<file path="config.mk">
export PLATFORM = sky130hd
export DESIGN_NAME = vc_traffic_gen
export DESIGN_NICKNAME = d
export VERILOG_FILES = /design/src/rtl/vc_tgen_pkg.sv /design/src/rtl/tgen_lfsr.sv /design/src/rtl/vc_traffic_gen.sv
export SDC_FILE = /design/constraint.sdc
export NUM_CORES = 1
export LEC_CHECK = 0
export ABC_CLOCK_PERIOD_IN_PS = 4650
export CORE_MARGIN = 1
export CORE_UTILIZATION = 50
export DETAILED_ROUTE_END_ITERATION = 12
export GPL_TIMING_DRIVEN = 0
export PLACE_DENSITY = 0.75
export RECOVER_POWER = 50
export SETUP_SLACK_MARGIN = 0.02
export SLEW_MARGIN = 10
export SYNTH_ARGS = -nofsm -noshare
export SYNTH_HDL_FRONTEND = slang
export SYNTH_SLANG_ARGS = --single-unit
</file>
<file path="constraint.sdc">
create_clock -name clk -period 4.65 [get_ports clk]
set_input_delay 1.395 -clock clk [delete_from_list [all_inputs] [get_ports clk]]
set_output_delay 1.395 -clock clk [all_outputs]
set_load 0.02 [all_outputs]
</file>
<file path="src/rtl/vc_tgen_pkg.sv">
// rtl/vc_tgen_pkg.sv - shared types and flit packing helper for the VC traffic generator
// Purpose: flit type / payload mode / FSM state enums and the function that
//          assembles {type, dest, payload} into a flit word.
// Ports:   none (package)
package vc_tgen_pkg;

  typedef enum logic [1:0] {
    HT   = 2'b00,
    HEAD = 2'b01,
    BODY = 2'b10,
    TAIL = 2'b11
  } flit_type_e;

  typedef enum logic [1:0] {
    MODE_FIXED = 2'd0,
    MODE_LFSR  = 2'd1,
    MODE_INC   = 2'd2,
    MODE_RSVD  = 2'd3
  } mode_e;

  typedef enum logic [1:0] {
    IDLE = 2'd0,
    SEND = 2'd1,
    GAP  = 2'd2,
    DONE = 2'd3
  } state_e;

  // Wide scratch bus so one helper serves any FLIT_WIDTH up to MAX_FW;
  // callers truncate the result to their own flit width.
  localparam int unsigned MAX_FW = 256;
  typedef logic [MAX_FW-1:0] flit_bus_t;

  // dest and payload must already be confined to their field widths.
  function automatic flit_bus_t pack_flit(input flit_type_e  ftype,
                                          input flit_bus_t   dest,
                                          input flit_bus_t   payload,
                                          input int unsigned dest_bits,
                                          input int unsigned flit_width);
    flit_bus_t f;
    f = payload;
    f = f | (dest << (flit_width - 2 - dest_bits));
    f = f | (flit_bus_t'(ftype) << (flit_width - 2));
    return f;
  endfunction

endpackage

</file>
<file path="src/rtl/tgen_lfsr.sv">
// rtl/tgen_lfsr.sv - right-shifting Galois LFSR with advance enable
// Purpose: pseudo-random payload source; steps once per cycle with adv_i high.
// Ports:   clk_i   - clock
//          reset_i - synchronous active-high reset, loads SEED
//          adv_i   - advance one step this cycle
//          value_o - current LFSR state
module tgen_lfsr #(
  parameter int               WIDTH = 32,
  parameter logic [WIDTH-1:0] SEED  = WIDTH'(32'hACE1_2025),
  // x^32 + x^22 + x^2 + x + 1 in right-shift Galois form
  parameter logic [WIDTH-1:0] TAPS  = WIDTH'(32'h8020_0003)
) (
  input  logic             clk_i,
  input  logic             reset_i,
  input  logic             adv_i,
  output logic [WIDTH-1:0] value_o
);

  logic [WIDTH-1:0] lfsr_q, lfsr_d;

  always_comb begin
    lfsr_d = lfsr_q;
    if (adv_i) lfsr_d = (lfsr_q >> 1) ^ (lfsr_q[0] ? TAPS : '0);
  end

  always_ff @(posedge clk_i) begin
    if (reset_i) lfsr_q <= SEED;
    else         lfsr_q <= lfsr_d;
  end

  assign value_o = lfsr_q;

endmodule

</file>
<file path="src/rtl/vc_traffic_gen.sv">
// rtl/vc_traffic_gen.sv - credit-paced head/body/tail flit injector for one router input port
// Purpose: on start, latches a burst description and emits num_pkts packets of
//          pkt_len flits, separated by gap idle cycles, one flit per cycle while
//          credits remain.
// Ports:   clk, reset            - clock, synchronous active-high reset
//          start, cfg_*          - burst launch pulse and burst configuration
//          credit_inc            - credit return pulse from the router
//          flit_out, flit_valid  - registered flit stream to the router
//          busy, done, pkts_sent - burst status
//          credit_cnt, credit_err- credit state, sticky over-return flag
module vc_traffic_gen
  import vc_tgen_pkg::*;
#(
  parameter int          FLIT_WIDTH  = 32,
  parameter int          DEST_BITS   = 3,
  parameter int          CREDITS     = 4,
  parameter int          MAX_PKT_LEN = 8,
  parameter int          CNT_WIDTH   = 16,
  parameter logic [31:0] LFSR_SEED   = 32'hACE1_2025
) (
  input  logic                               clk,
  input  logic                               reset,
  input  logic                               start,
  input  logic [1:0]                         cfg_mode,
  input  logic [DEST_BITS-1:0]               cfg_dest,
  input  logic [CNT_WIDTH-1:0]               cfg_num_pkts,
  input  logic [$clog2(MAX_PKT_LEN+1)-1:0]   cfg_pkt_len,
  input  logic [7:0]                         cfg_gap,
  input  logic [FLIT_WIDTH-3-DEST_BITS:0]    cfg_fixed,
  input  logic                               credit_inc,
  output logic [FLIT_WIDTH-1:0]              flit_out,
  output logic                               flit_valid,
  output logic                               busy,
  output logic                               done,
  output logic [CNT_WIDTH-1:0]               pkts_sent,
  output logic [$clog2(CREDITS+1)-1:0]       credit_cnt,
  output logic                               credit_err
);

  localparam int PW = FLIT_WIDTH - 2 - DEST_BITS;
  localparam int LW = $clog2(MAX_PKT_LEN + 1);
  localparam int CW = $clog2(CREDITS + 1);
  localparam logic [LW-1:0] MAX_LEN      = LW'(MAX_PKT_LEN);
  localparam logic [CW-1:0] FULL_CREDITS = CW'(CREDITS);

  state_e                state_q, state_d;
  mode_e                 mode_q;
  logic [DEST_BITS-1:0]  dest_q;
  logic [CNT_WIDTH-1:0]  num_q, pkts_q, inc_cnt_q;
  logic [LW-1:0]         len_q, idx_q;
  logic [7:0]            gap_q, gap_cnt_q;
  logic [PW-1:0]         fixed_q, payload;
  logic [CW-1:0]         credit_q, credit_d;
  logic                  err_q, valid_q;
  logic [FLIT_WIDTH-1:0] flit_q, flit_d;
  logic [31:0]           lfsr_val;
  logic                  accept, send, is_tail, last_pkt;
  flit_type_e            ftype;

  assign accept   = (state_q == IDLE) && start;
  assign send     = (state_q == SEND) && (credit_q != '0);
  assign is_tail  = (idx_q == len_q - LW'(1));
  assign last_pkt = ((pkts_q + CNT_WIDTH'(1)) == num_q);

  tgen_lfsr #(
    .WIDTH (32),
    .SEED  (LFSR_SEED)
  ) u_lfsr (
    .clk_i   (clk),
    .reset_i (reset),
    .adv_i   (send),
    .value_o (lfsr_val)
  );

  always_comb begin
    if (len_q == LW'(1))    ftype = HT;
    else if (idx_q == '0)   ftype = HEAD;
    else if (is_tail)       ftype = TAIL;
    else                    ftype = BODY;
  end

  always_comb begin
    case (mode_q)
      MODE_LFSR: payload = PW'(lfsr_val);
      MODE_INC:  payload = PW'(inc_cnt_q);
      default:   payload = fixed_q;
    endcase
  end

  always_comb begin
    flit_d = '0;
    if (send) begin
      flit_d = FLIT_WIDTH'(pack_flit(ftype, flit_bus_t'(dest_q), flit_bus_t'(payload),
                                     DEST_BITS, FLIT_WIDTH));
    end
  end

  // A send and a return in the same cycle cancel out; returns saturate.
  always_comb begin
    credit_d = credit_q;
    if (send && !credit_inc)                           credit_d = credit_q - CW'(1);
    else if (!send && credit_inc && credit_q != FULL_CREDITS) credit_d = credit_q + CW'(1);
  end

  // FSM: state register
  always_ff @(posedge clk) begin
    if (reset) state_q <= IDLE;
    else       state_q <= state_d;
  end

  // FSM: next state
  always_comb begin
    state_d = state_q;
    case (state_q)
      IDLE: if (start) state_d = (cfg_num_pkts == '0) ? DONE : SEND;
      SEND: if (send && is_tail) begin
              if (last_pkt)            state_d = DONE;
              else if (gap_q != '0)    state_d = GAP;
              else                     state_d = SEND;
            end
      GAP:  if (gap_cnt_q == 8'd1) state_d = SEND;
      DONE: state_d = IDLE;
      default: state_d = IDLE;
    endcase
  end

  // FSM: outputs
  always_comb begin
    busy = (state_q == SEND) || (state_q == GAP);
    done = (state_q == DONE);
  end

  always_ff @(posedge clk) begin
    if (reset) begin
      mode_q    <= MODE_FIXED;
      dest_q    <= '0;
      num_q     <= '0;
      len_q     <= MAX_LEN;
      gap_q     <= '0;
      fixed_q   <= '0;
      idx_q     <= '0;
      gap_cnt_q <= '0;
      pkts_q    <= '0;
      inc_cnt_q <= '0;
      credit_q  <= FULL_CREDITS;
      err_q     <= 1'b0;
      valid_q   <= 1'b0;
      flit_q    <= '0;
    end else begin
      credit_q <= credit_d;
      if (credit_inc && credit_q == FULL_CREDITS) err_q <= 1'b1;
      valid_q  <= send;
      flit_q   <= flit_d;
      if (accept) begin
        mode_q    <= mode_e'(cfg_mode);
        dest_q    <= cfg_dest;
        num_q     <= cfg_num_pkts;
        len_q     <= (cfg_pkt_len == '0 || cfg_pkt_len > MAX_LEN) ? MAX_LEN : cfg_pkt_len;
        gap_q     <= cfg_gap;
        fixed_q   <= cfg_fixed;
        idx_q     <= '0;
        pkts_q    <= '0;
        inc_cnt_q <= '0;
      end
      if (send) begin
        inc_cnt_q <= inc_cnt_q + CNT_WIDTH'(1);
        if (is_tail) begin
          idx_q     <= '0;
          pkts_q    <= pkts_q + CNT_WIDTH'(1);
          gap_cnt_q <= gap_q;
        end else begin
          idx_q <= idx_q + LW'(1);
        end
      end
      if (state_q == GAP) gap_cnt_q <= gap_cnt_q - 8'd1;
    end
  end

  assign flit_out   = flit_q;
  assign flit_valid = valid_q;
  assign pkts_sent  = pkts_q;
  assign credit_cnt = credit_q;
  assign credit_err = err_q;

endmodule

</file>
After elaboration in Yosys (flattened, before gate mapping) --
Index checks and enable logic that the tools add are counted.
Word-level totals: register bits 175, input port bits 64, output and inout port bits 55, logic and storage cells 92
Cells by class: $add $sub $neg 7, $lt $le $gt $ge 1, eq/ne operators 14, mux-type cells 26, bitwise logic cells 4, reduce and logical (&&, ||, !) cells 24
Operators by type and width (number):
- two-way mux 16 bit | 5
- one-hot mux 27 bit (2 select lines) | 1
- adder 16 x 1 -> 16 bit (second input constant) | 2
- two-way mux 32 bit | 1
- bitwise OR 30 x 32 -> 32 bit | 1
- XOR 31 x 32 -> 32 bit | 1
- bitwise OR 27 x 30 -> 30 bit | 1
- two-way mux 8 bit | 3
- == test 16 bit | 1
- logical NOT 16 bit | 1
- two-way mux 2 bit | 8
- two-way mux 4 bit | 4
- == test 8 x 1 -> 1 bit (second input constant) | 1
- logical NOT 4 bit | 2
- one-hot mux 2 bit (4 select lines) | 1
- nonzero test 2 bit | 4
- nonzero test 8 bit | 1
- subtractor 8 x 1 -> 8 bit (second input constant) | 1
- logical AND 1 bit | 7
- == test 2 bit (second input constant) | 3
- two-way mux 3 bit | 2
- adder 4 x 1 -> 4 bit (second input constant) | 1
- == test 2 x 1 -> 1 bit (second input constant) | 2
- == test 4 x 1 -> 1 bit (second input constant) | 1
- 18 further kinds | 21

Longest topological paths before layout --
Gate-level depths: netlist (run 1).
word-level depth 7, gate-level depth with buffers 11, gate-level depth less buffers 10

By module --
From an unflattened synthesis (run 1), not the netlist that was laid out.
Unflattened totals: cells, all modules 982, area total of the unflattened synthesis 7867.5 um2
By module, submodules not included:
- vc_traffic_gen | times used 1, cells each 875, area an instance 6682.7 um2, seq. area each 2862.7 um2
- tgen_lfsr | times used 1, cells each 107, area an instance 1184.9 um2, seq. area each 640.6 um2

Least setup slack after synthesis (run 1) --
OpenSTA, ideal clock, no wires.
path type input -> register, start in credit_inc, end reg credit_q[1] (netlist: credit_cnt[1]), library setup time 0.095 ns, data arrival time 2.734 ns, required time 4.555 ns, slack 1.820 ns, stages 6, buffers on the path 1, path through clkbuf_1 nand2b_1 fa_1 nor3_1 o21ai_0 a221oi_1
Between the ends: longest elaborated chain between the ends 3, elaborated cells between the ends (all ways) 6, classes of those cells mux: 1; reduce/logical: 5
RTL lines:
- from (decl) | line vc_traffic_gen.sv:30 | input logic credit_inc,
- logical NOT 1 bit / logical AND 1 bit (equally long branches) | line vc_traffic_gen.sv:101, vc_traffic_gen.sv:102
- logical AND 1 bit, on equally long branches | line vc_traffic_gen.sv:101, vc_traffic_gen.sv:102
- two-way mux 3 bit / nonzero test 2 bit (equally long branches)
- to (signal assigned) | line vc_traffic_gen.sv:150 | credit_q <= credit_d;
- to (decl) | line vc_traffic_gen.sv:53 | logic [CW-1:0] credit_q, credit_d;
Several ways; a longest one is shown, not always the timed one. A chain may end at the register's enable or synchronous reset.

Worst setup path after layout (run 1) --
start reg state_q[1], end out busy
Between the ends: longest elaborated chain between the ends 2, elaborated cells between the ends (all ways) 3, classes of those cells eq/ne: 2; reduce/logical: 1
RTL lines:
- from (decl) | line vc_traffic_gen.sv:46 | state_e state_q, state_d;
- from (signal assigned) | line vc_traffic_gen.sv:108 | else state_q <= state_d;
- == test 2 x 1 -> 1 bit / == test 2 bit (equally long branches) | line vc_traffic_gen.sv:129 | busy = (state_q == SEND) || (state_q == GAP);
- logical OR 1 bit * | line vc_traffic_gen.sv:129
- to (decl) | line vc_traffic_gen.sv:33 | output logic busy,
Mark *: on every way between the ends. The rest lies on a longest branch, timed or not.

==> flow_summary.ini, run 1 <==
[floorplan]
start_util = 0.514
rows = 45
ios = 119
die_y_um = 127
die-area_mm2 = 0.0162
die_w_um = 127
core_mm2 = 0.0153

[placement]
dp_hpwl_um = 16300
post-place-ws_ns = 1.07
place_congestion = 0.932
numPortBuffers = 117
place_area_mm2 = 0.00928

[clock_network]
hold_buffers = 0
ctsResizeCount = 0
postCtsSetupRepairBufs = 0
clk_latency_ns = 0.43
clk_path_buf_depth = 2
root_buffer = clkbuf_16
htreeDepth = 4
cts.sinks = 175
cts_tree = yes
clk_pin_slew_worst_paths_ns = 0.06
numCtsBuffers = 17

[sta]
min_period_over_period = 0.703
setup_slack_ns = 1.38
finalHoldViolations = 0
hold_ws_ns = 0.456
skew_ns = 0.00609
fmax_mhz = 306
rsz0062_at_grt = no
layout_min_cycle_time_ns = 3.27
final.setup.tns_ns = 0
setup_viol = 0
maxSlewHeadroom = 0.454
worst_slew_pin_slew_ns = 0.812
slew_violations = 0

[routing]
routed_via_density = 5.58
drt_iter0_markers = 642
drc = 0
dr.pass1.iters = 5
wirelength_um = 22500
vias = 7576
wl_per_cell_um = 16.6
ant_nets = 0

[synthesis]
syn_avg_cell_area_um2 = 7.85
synth_seq_area_share = 0.447
ys_types = 65
syn-num-nets = 1079
ys_ff_latch = 175
ys_top_cells_by_area = dfxtp_1 45%, nand2_1 10%, a21oi_1 9.3%, nor2_1 5.6%, clkbuf_1 2.4%
synth_area_mm2 = 0.00784
synthArstFlopShare = 0
ys_warn_count = 0
synth_top_area_frac = 0.447
yosys.area.top_type = dfxtp_1
synthCells = 999
ys.flop_type = dfxtp_1
synth_edf_count = 0
synthTopCellsByCount = 214 x nand2_1, 175 x dfxtp_1, 145 x a21oi_1
yosysMostFrequentCell = nand2_1

[setup_path]
end_kind = output pin
critPathMaxFanout = 5
criticalPathCategory = reg -> out
crit_required_ns = 3.25
arrival_ns = 1.87
startpoint_type = flop

[final_layout]
diodes = 0
multi_input_area_mm2 = 0.00397
design_area_mm2 = 0.00978
area_delta_synth_final_pct = 24.7
nNetsFinal = 1215
final_layout_size_suffix_gt1_frac = 0.0506
fillCellCount = 1349
regArea_mm2 = 0.00350

[grt]
antenna_found_initial = 0
grtUsageTotal = 0.286
first_global_vias = 7039
grt_pass1_wl_um = 35900
grt_overflow_total = 0
grt_max_degree = 17

[pwr]
leakage_uw = 0.00361
ir_worst_vdd_v = 0.000309
p_per_area_mw_per_mm2 = 483

[run_status]
outcome = completed

[worst_hold_path]
hp-class = reg -> reg

[flow_run]
cap_viol_max_count = 0
## cell families (layout without fill, tap and decap cells)
family,count (synthesis),count (layout),share of synthesized area
XOR/XNOR,32,32,0.0375
buffers and inverters,83,230,0.0450
flip-flops,175,175,0.447
multiplexers,4,4,0.00558
adder cells (fa/ha/maj),16,16,0.0265
AO/OA/AOI/OAI,243,243,0.185
AND/OR/NAND/NOR,446,446,0.254
## metal layers
| layer | routed length, um | track usage | share of wire |
|---|---|---|---|
| met4 | 487 | 0.112 | 0.022 |
| met5 | 0 | 0 | 0 |
| met3 | 1560 | 0.0578 | 0.070 |
| met2 | 10600 | 0.477 | 0.47 |
| met1 | 9870 | 0.363 | 0.44 |
## registers in the layout, indices dropped and copies added (netlist names), 2 cells and up
| name | cells |
|---|---|
| state_q | 2 |
| idx_q | 4 |
| gap_q | 8 |
| dest_q | 3 |
| gap_cnt_q | 8 |
| inc_cnt_q | 16 |
| credit_cnt | 3 |
| fixed_q | 27 |
| len_q | 4 |
| num_q | 16 |
| u_lfsr.value_o | 32 |
| mode_q | 2 |
| flit_out | 32 |
| pkts_sent | 16 |
## where the power goes
part           internal (uW)  switching [uW]
registers               1740             198
logic                    523             969
clock network            703             596
total                   2960            1760
## cells in the final DEF, fill, tap and decap left out, types with 21 or more instances in the layout
cell type,synthesis,final
nand2_1,214,214
dfxtp_1,175,175
a21oi_1,145,145
nor2_1,116,116
clkdlybuf4s50_1,0,89
clkbuf_1,50,53
o21ai_0,28,28
dlygate4sd3_1,0,28
nand3_1,26,26
inv_1,21,21
## per-stage QoR
| step | std cells | power, uW | utilization |
|---|---|---|---|
| 6_report | 1357 | 4730 | 0.641 |
| 5_1_grt | 1357 | 4990 | 0.641 |
| 4_1_cts | 1357 | 4720 | 0.642 |
| 3_5_place_dp | 1327 | 3430 | 0.608 |
| 3_3_place_gp | 1327 | 3400 | 0.608 |
| 2_1_floorplan | 999 | 2920 | - |
## path summary, 6_finish.rpt
path	from	end	slack [ns]	cells past startpoint
max	state_q[1]	busy	1.38	3
min	fixed_q[5]	fixed_q[5]	0.46	2
max reg2reg	pkts_sent[0]	state_q[1]	1.76	7
min reg2reg	fixed_q[5]	fixed_q[5]	0.46	2
## layout make-up
type                    instances  share of cell area
plain buffers                  62              0.0273
multi-input cells             741               0.406
clock buffers                  20              0.0467
flip-flops and latches        175               0.358
inverters                      21             0.00806
repair buffers                117               0.120
clock inverters                10             0.00691
well taps                     211              0.0270
## critical path: stages, from the launching register on
cell	delay (ns)
dfxtp_1	0.42
inv_1	0.11
ha_1	0.31
clkdlybuf4s50_1	0.61
No activity file was read; power rests on OpenSTA's default activity.
==> run 2, diff against run 1 <==
Settings changed: ABC_CLOCK_PERIOD_IN_PS 4650 to 3000, CORE_UTILIZATION 50 to 49, PLACE_DENSITY 0.75 to 0.76.
Clock period 4.65 ns to 3 ns, I/O delays scaled along.
==> run 2 against run 1 <==
- critical path depth is the same
- non-clock buffer count is the same
- die area grew 2.0%
- clock skew grew 0.0040 ns
- clock power grew 80%
- via count grew 0.81%
- utilization grew 0.077 points
- register-to-register slack lost 1.5 ns
- cell area grew 1.2%
- combinational power grew 56%
- power grew 62%
- largest cell class unchanged
==> flow_summary.ini, run 2 (same netlist as run 1, synthesis figures left out) <==
[placement]
place_area_mm2 = 0.00928
place_congestion = 0.911
dp_hpwl_um = 16200
post-place-cells = 1327
numPortBuffers = 117

[clock_network]
numCtsBuffers = 17
htreeDepth = 4
cts.sinks = 175
root_buffer = clkbuf_16
hold_buffers = 0
cts_tree = yes
ctsResizeCount = 0
postCtsSetupRepairBufs = 0
clk_path_buf_depth = 2
clk_latency_ns = 0.43
clk_pin_slew_worst_paths_ns = 0.07

[sta]
final.setup.tns_ns = 0
rsz0062_at_grt = no
skew_ns = 0.0101
fmax_mhz = 363
maxSlewHeadroom = 0.526
min_period_over_period = 0.918
worst_slew_pin_slew_ns = 0.711
hold_ws_ns = 0.454
layout_min_cycle_time_ns = 2.75
setup_viol = 0
slew_violations = 0
finalHoldViolations = 0

[routing]
ant_nets = 0
wirelength_um = 22300
drc = 0
vias = 7637
drt_iter0_markers = 606
routed_via_density = 5.62
dr.pass1.iters = 7
wl_per_cell_um = 16.5

[final_layout]
stdcell_count = 1358
nNetsFinal = 1215
diodes = 0
layout_common_cells = 214 x nand2_1, 175 x dfxtp_1, 145 x a21oi_1, 116 x nor2_1, 78 x clkdlybuf4s50_1
final_common_cell = nand2_1
design_area_mm2 = 0.00990
final_layout_size_suffix_gt1_frac = 0.0514
area_delta_synth_final_pct = 26.2

[grt]
grt_pass1_wl_um = 35200
grt_max_degree = 17
grtUsageTotal = 0.276
grt_overflow_total = 0
antenna_found_initial = 0
first_global_vias = 6888

[flow_run]
cap_viol_max_count = 0

[floorplan]
start_util = 0.508
die_w_um = 129
die_y_um = 129
die-area_mm2 = 0.0165
rows = 45
core_mm2 = 0.0154
ios = 119

[run_status]
outcome = completed

[pwr]
leakage_uw = 0.00371
ir_worst_vdd_v = 0.000540
p_per_area_mw_per_mm2 = 773

[setup_path]
crit_required_ns = 2.10
end_kind = output pin
critPathMaxFanout = 5
startpoint_type = flop
criticalPathCategory = reg -> out
arrival_ns = 1.85

[worst_hold_path]
hp-class = reg -> reg
-- run 2: changes by cell type in the layout (fill, tap and decap cells not counted), moves of 2 or more --
cell,change
clkdlybuf4s50_1,-11
bufinv_16,+4
clkinv_2,-2
dlygate4sd3_1,+11
-- run 2: worst max-delay path, stage by stage (launching register included) --
cell and delay (ns):
dfxtp_1 0.41, inv_1 0.11, ha_1 0.31, clkdlybuf4s50_1 0.60
-- run 2: layer usage --
layer | up-vias | wire [um] | GRT usage | part of all wire
met5 | - | 0 | 0 | 0
met4 | 0 | 413 | 0.0962 | 0.018
met3 | 37 | 1460 | 0.0557 | 0.065
met2 | 273 | 10600 | 0.450 | 0.47
met1 | 3621 | 9870 | 0.365 | 0.44
li1 | 3706 | - | - | -
-- run 2: report_power, final --
group          internal, uW  total [uW]  switching, uW
combinational           807        2320           1510
clock                  1430        2340            905
sequential             2690        2990            300
total                  4930        7650           2710
-- run 2: area by class of cell --
type	count	area, um^2
plain buffers	62	274
clock buffers	21	460
clock inverters	10	161
fillers	1370	5530
inverters	21	78.8
multi-input cells	741	3990
flip-flops and latches	175	3500
well taps	211	264
repair buffers	117	1170
-- run 2: worst paths after layout --
check	startpoint	end	slack, ns	cells after the start
worst max-delay path	state_q[1]	busy	0.25	3
worst min-delay path	fixed_q[10]	fixed_q[10]	0.45	2
worst min register to register	fixed_q[10]	fixed_q[10]	0.45	2
worst max register to register	state_q[1]	credit_cnt[2]	0.27	10
-- run 2: metrics by stage --
step                      setup slack, ns  utilization  total power [uW]
after global placement            -0.0279        0.601              5270
after floorplan                     0.665            -              4530
final                               0.246        0.642              7650
after detailed placement          -0.0439        0.601              5320
after CTS                           0.222        0.642              7650
after global routing               0.0447        0.642              8050
==> run 3, diff against run 2 <==
Settings changed: CORE_UTILIZATION 49 to 50, DONT_BUFFER_PORTS from default to 1, PLACE_DENSITY 0.76 to 0.68.
==> run 3 against run 2 <==
- cell area down 12%
- clock skew down 0.0034 ns
- sequential share of layout area up 5.0 points
- power down 4.4%
- die area down 2.0%
==> flow_summary.ini, run 3 (same netlist as run 1, synthesis figures left out) <==
[run_status]
outcome = completed

[sta]
setup_viol = 0
min_period_over_period = 0.890
layout_min_cycle_time_ns = 2.67
worst_slew_pin_slew_ns = 0.712
slew_violations = 0
final.setup.tns_ns = 0
fmax_mhz = 375
finalHoldViolations = 0
maxSlewHeadroom = 0.525
hold_ws_ns = 0.452
rsz0062_at_grt = no
skew_ns = 0.00671

[setup_path]
arrival_ns = 3.00
critPathMaxFanout = 8
startpoint_type = flop
reg2reg_depth = 7
cpPeakStageDelay_ns = 0.62
r2r_slack_ns = 0.33
crit_required_ns = 3.33
cp.depth = 7
cp_top_family = compound AO/OA/AOI/OAI gates
worstReg2RegStart = pkts_sent[0]
end_kind = flop
criticalPathCategory = reg -> reg
path_buf_inv = 0
cp_cell_sequence = ha_1, nand3_2, nor4_4, xnor2_1, a221oi_1, o2111ai_1, a2111oi_2
r2r-end = state_q[1]
crit_slowest_cell = dfxtp_1

[clock_network]
cts_tree = yes
hold_buffers = 0
clk_path_buf_depth = 2
clk_latency_ns = 0.43
root_buffer = clkbuf_16
numCtsBuffers = 17
clk_pin_slew_worst_paths_ns = 0.06
htreeDepth = 4
cts.sinks = 175

[placement]
post-place-cells = 1210
dp_hpwl_um = 15600
numPortBuffers = 0
place_congestion = 0.897

[worst_hold_path]
whs_path_depth = 2
hp-class = reg -> reg
hold-path-endpoint = u_lfsr.value_o[28]
hp-start = u_lfsr.value_o[29]

[floorplan]
die_w_um = 127
core_mm2 = 0.0153
die-area_mm2 = 0.0162
die_y_um = 127
start_util = 0.514
ios = 119
rows = 45

[grt]
antenna_found_initial = 0
grtUsageTotal = 0.275
grt_overflow_total = 0
first_global_vias = 6571
grt_pass1_wl_um = 34500
grt_max_degree = 17

[final_layout]
final_common_cell = nand2_1
area_delta_synth_final_pct = 10.6
final_layout_size_suffix_gt1_frac = 0.0573
regArea_mm2 = 0.00350
post-route-util = 0.568
diodes = 0
multi_input_area_mm2 = 0.00399
layout_common_cells = 214 x nand2_1, 175 x dfxtp_1, 145 x a21oi_1, 116 x nor2_1, 52 x clkbuf_1
fillCellCount = 1444
stdcell_count = 1240
nNetsFinal = 1098

[pwr]
p_int_uw = 4630
p_clk_frac = 0.300
leakage_uw = 0.00312
pwr-share-seq = 0.419
p_per_area_mw_per_mm2 = 843
ir_worst_vdd_v = 0.000512
combPwrFrac = 0.281
p_total_uw = 7310
swShare = 0.367
switching_power_uw = 2690

[routing]
wl_per_cell_um = 17.2
vias = 7062
drc = 0
wirelength_um = 21300
ant_nets = 0
dr.pass1.iters = 5
routed_via_density = 5.70
drt_iter0_markers = 610

[flow_run]
cap_viol_max_count = 0
## run 3: metrics by stage
step                cell area, um^2  setup WS, ns
detailed placement             8110         0.185
floorplan                      7840         0.665
CTS                            8690         0.168
global route                   8670         0.125
global placement               8110         0.213
finish                         8670         0.331
## run 3: area by class of cell
| cell class | instances | area share |
|---|---|---|
| inverter | 21 | 0.00909 |
| multi-input combinational | 741 | 0.460 |
| clock buffer | 21 | 0.0542 |
| tap | 211 | 0.0304 |
| buffer | 62 | 0.0297 |
| clock inverter | 9 | 0.0128 |
| sequential | 175 | 0.404 |
## run 3: what timing repair did
| item | in CTS | in global routing |
|---|---|---|
| setup buffers | 0 | 0 |
| gates resized for setup | 0 | 2 |
| endpoints found under the setup margin | 0 | 2 |
## run 3: routing by layer
metal	vias up	track usage	wire length (um)
met5	-	0	0
met1	3298	0.364	9660
met3	46	0.0549	1370
met2	249	0.434	9660
li1	3469	-	-
met4	0	0.123	655
## run 3: worst max path at each step
| stage | startpoint | end | slack (ns) |
|---|---|---|---|
| finish | pkts_sent[0] | state_q[1] | 0.33 |
| floorplan | credit_inc | credit_cnt[1] | 0.67 |
| CTS | state_q[1] | credit_cnt[1] | 0.17 |
| detailed placement | state_q[1] | credit_cnt[1] | 0.18 |
| global route | pkts_sent[0] | state_q[1] | 0.12 |
| global placement | state_q[1] | credit_cnt[1] | 0.21 |
## run 3: worst min-delay path, delay by kind of cell (launching register included)
kind | cells | cell delay [ns]
AOI/OAI and AO/OA | 1 | 0.05
DFF | 1 | 0.31
and+or+nand+nor | 1 | 0.05
## run 3: power by group through the flow
stage	clock (uW)	sequential [uW]	combinational [uW]
after floorplan	0	3010	1530
after global placement	0	3100	2010
after detailed placement	0	3100	2040
after CTS	2220	3060	2050
after global routing	2320	3110	2310
final	2200	3060	2050
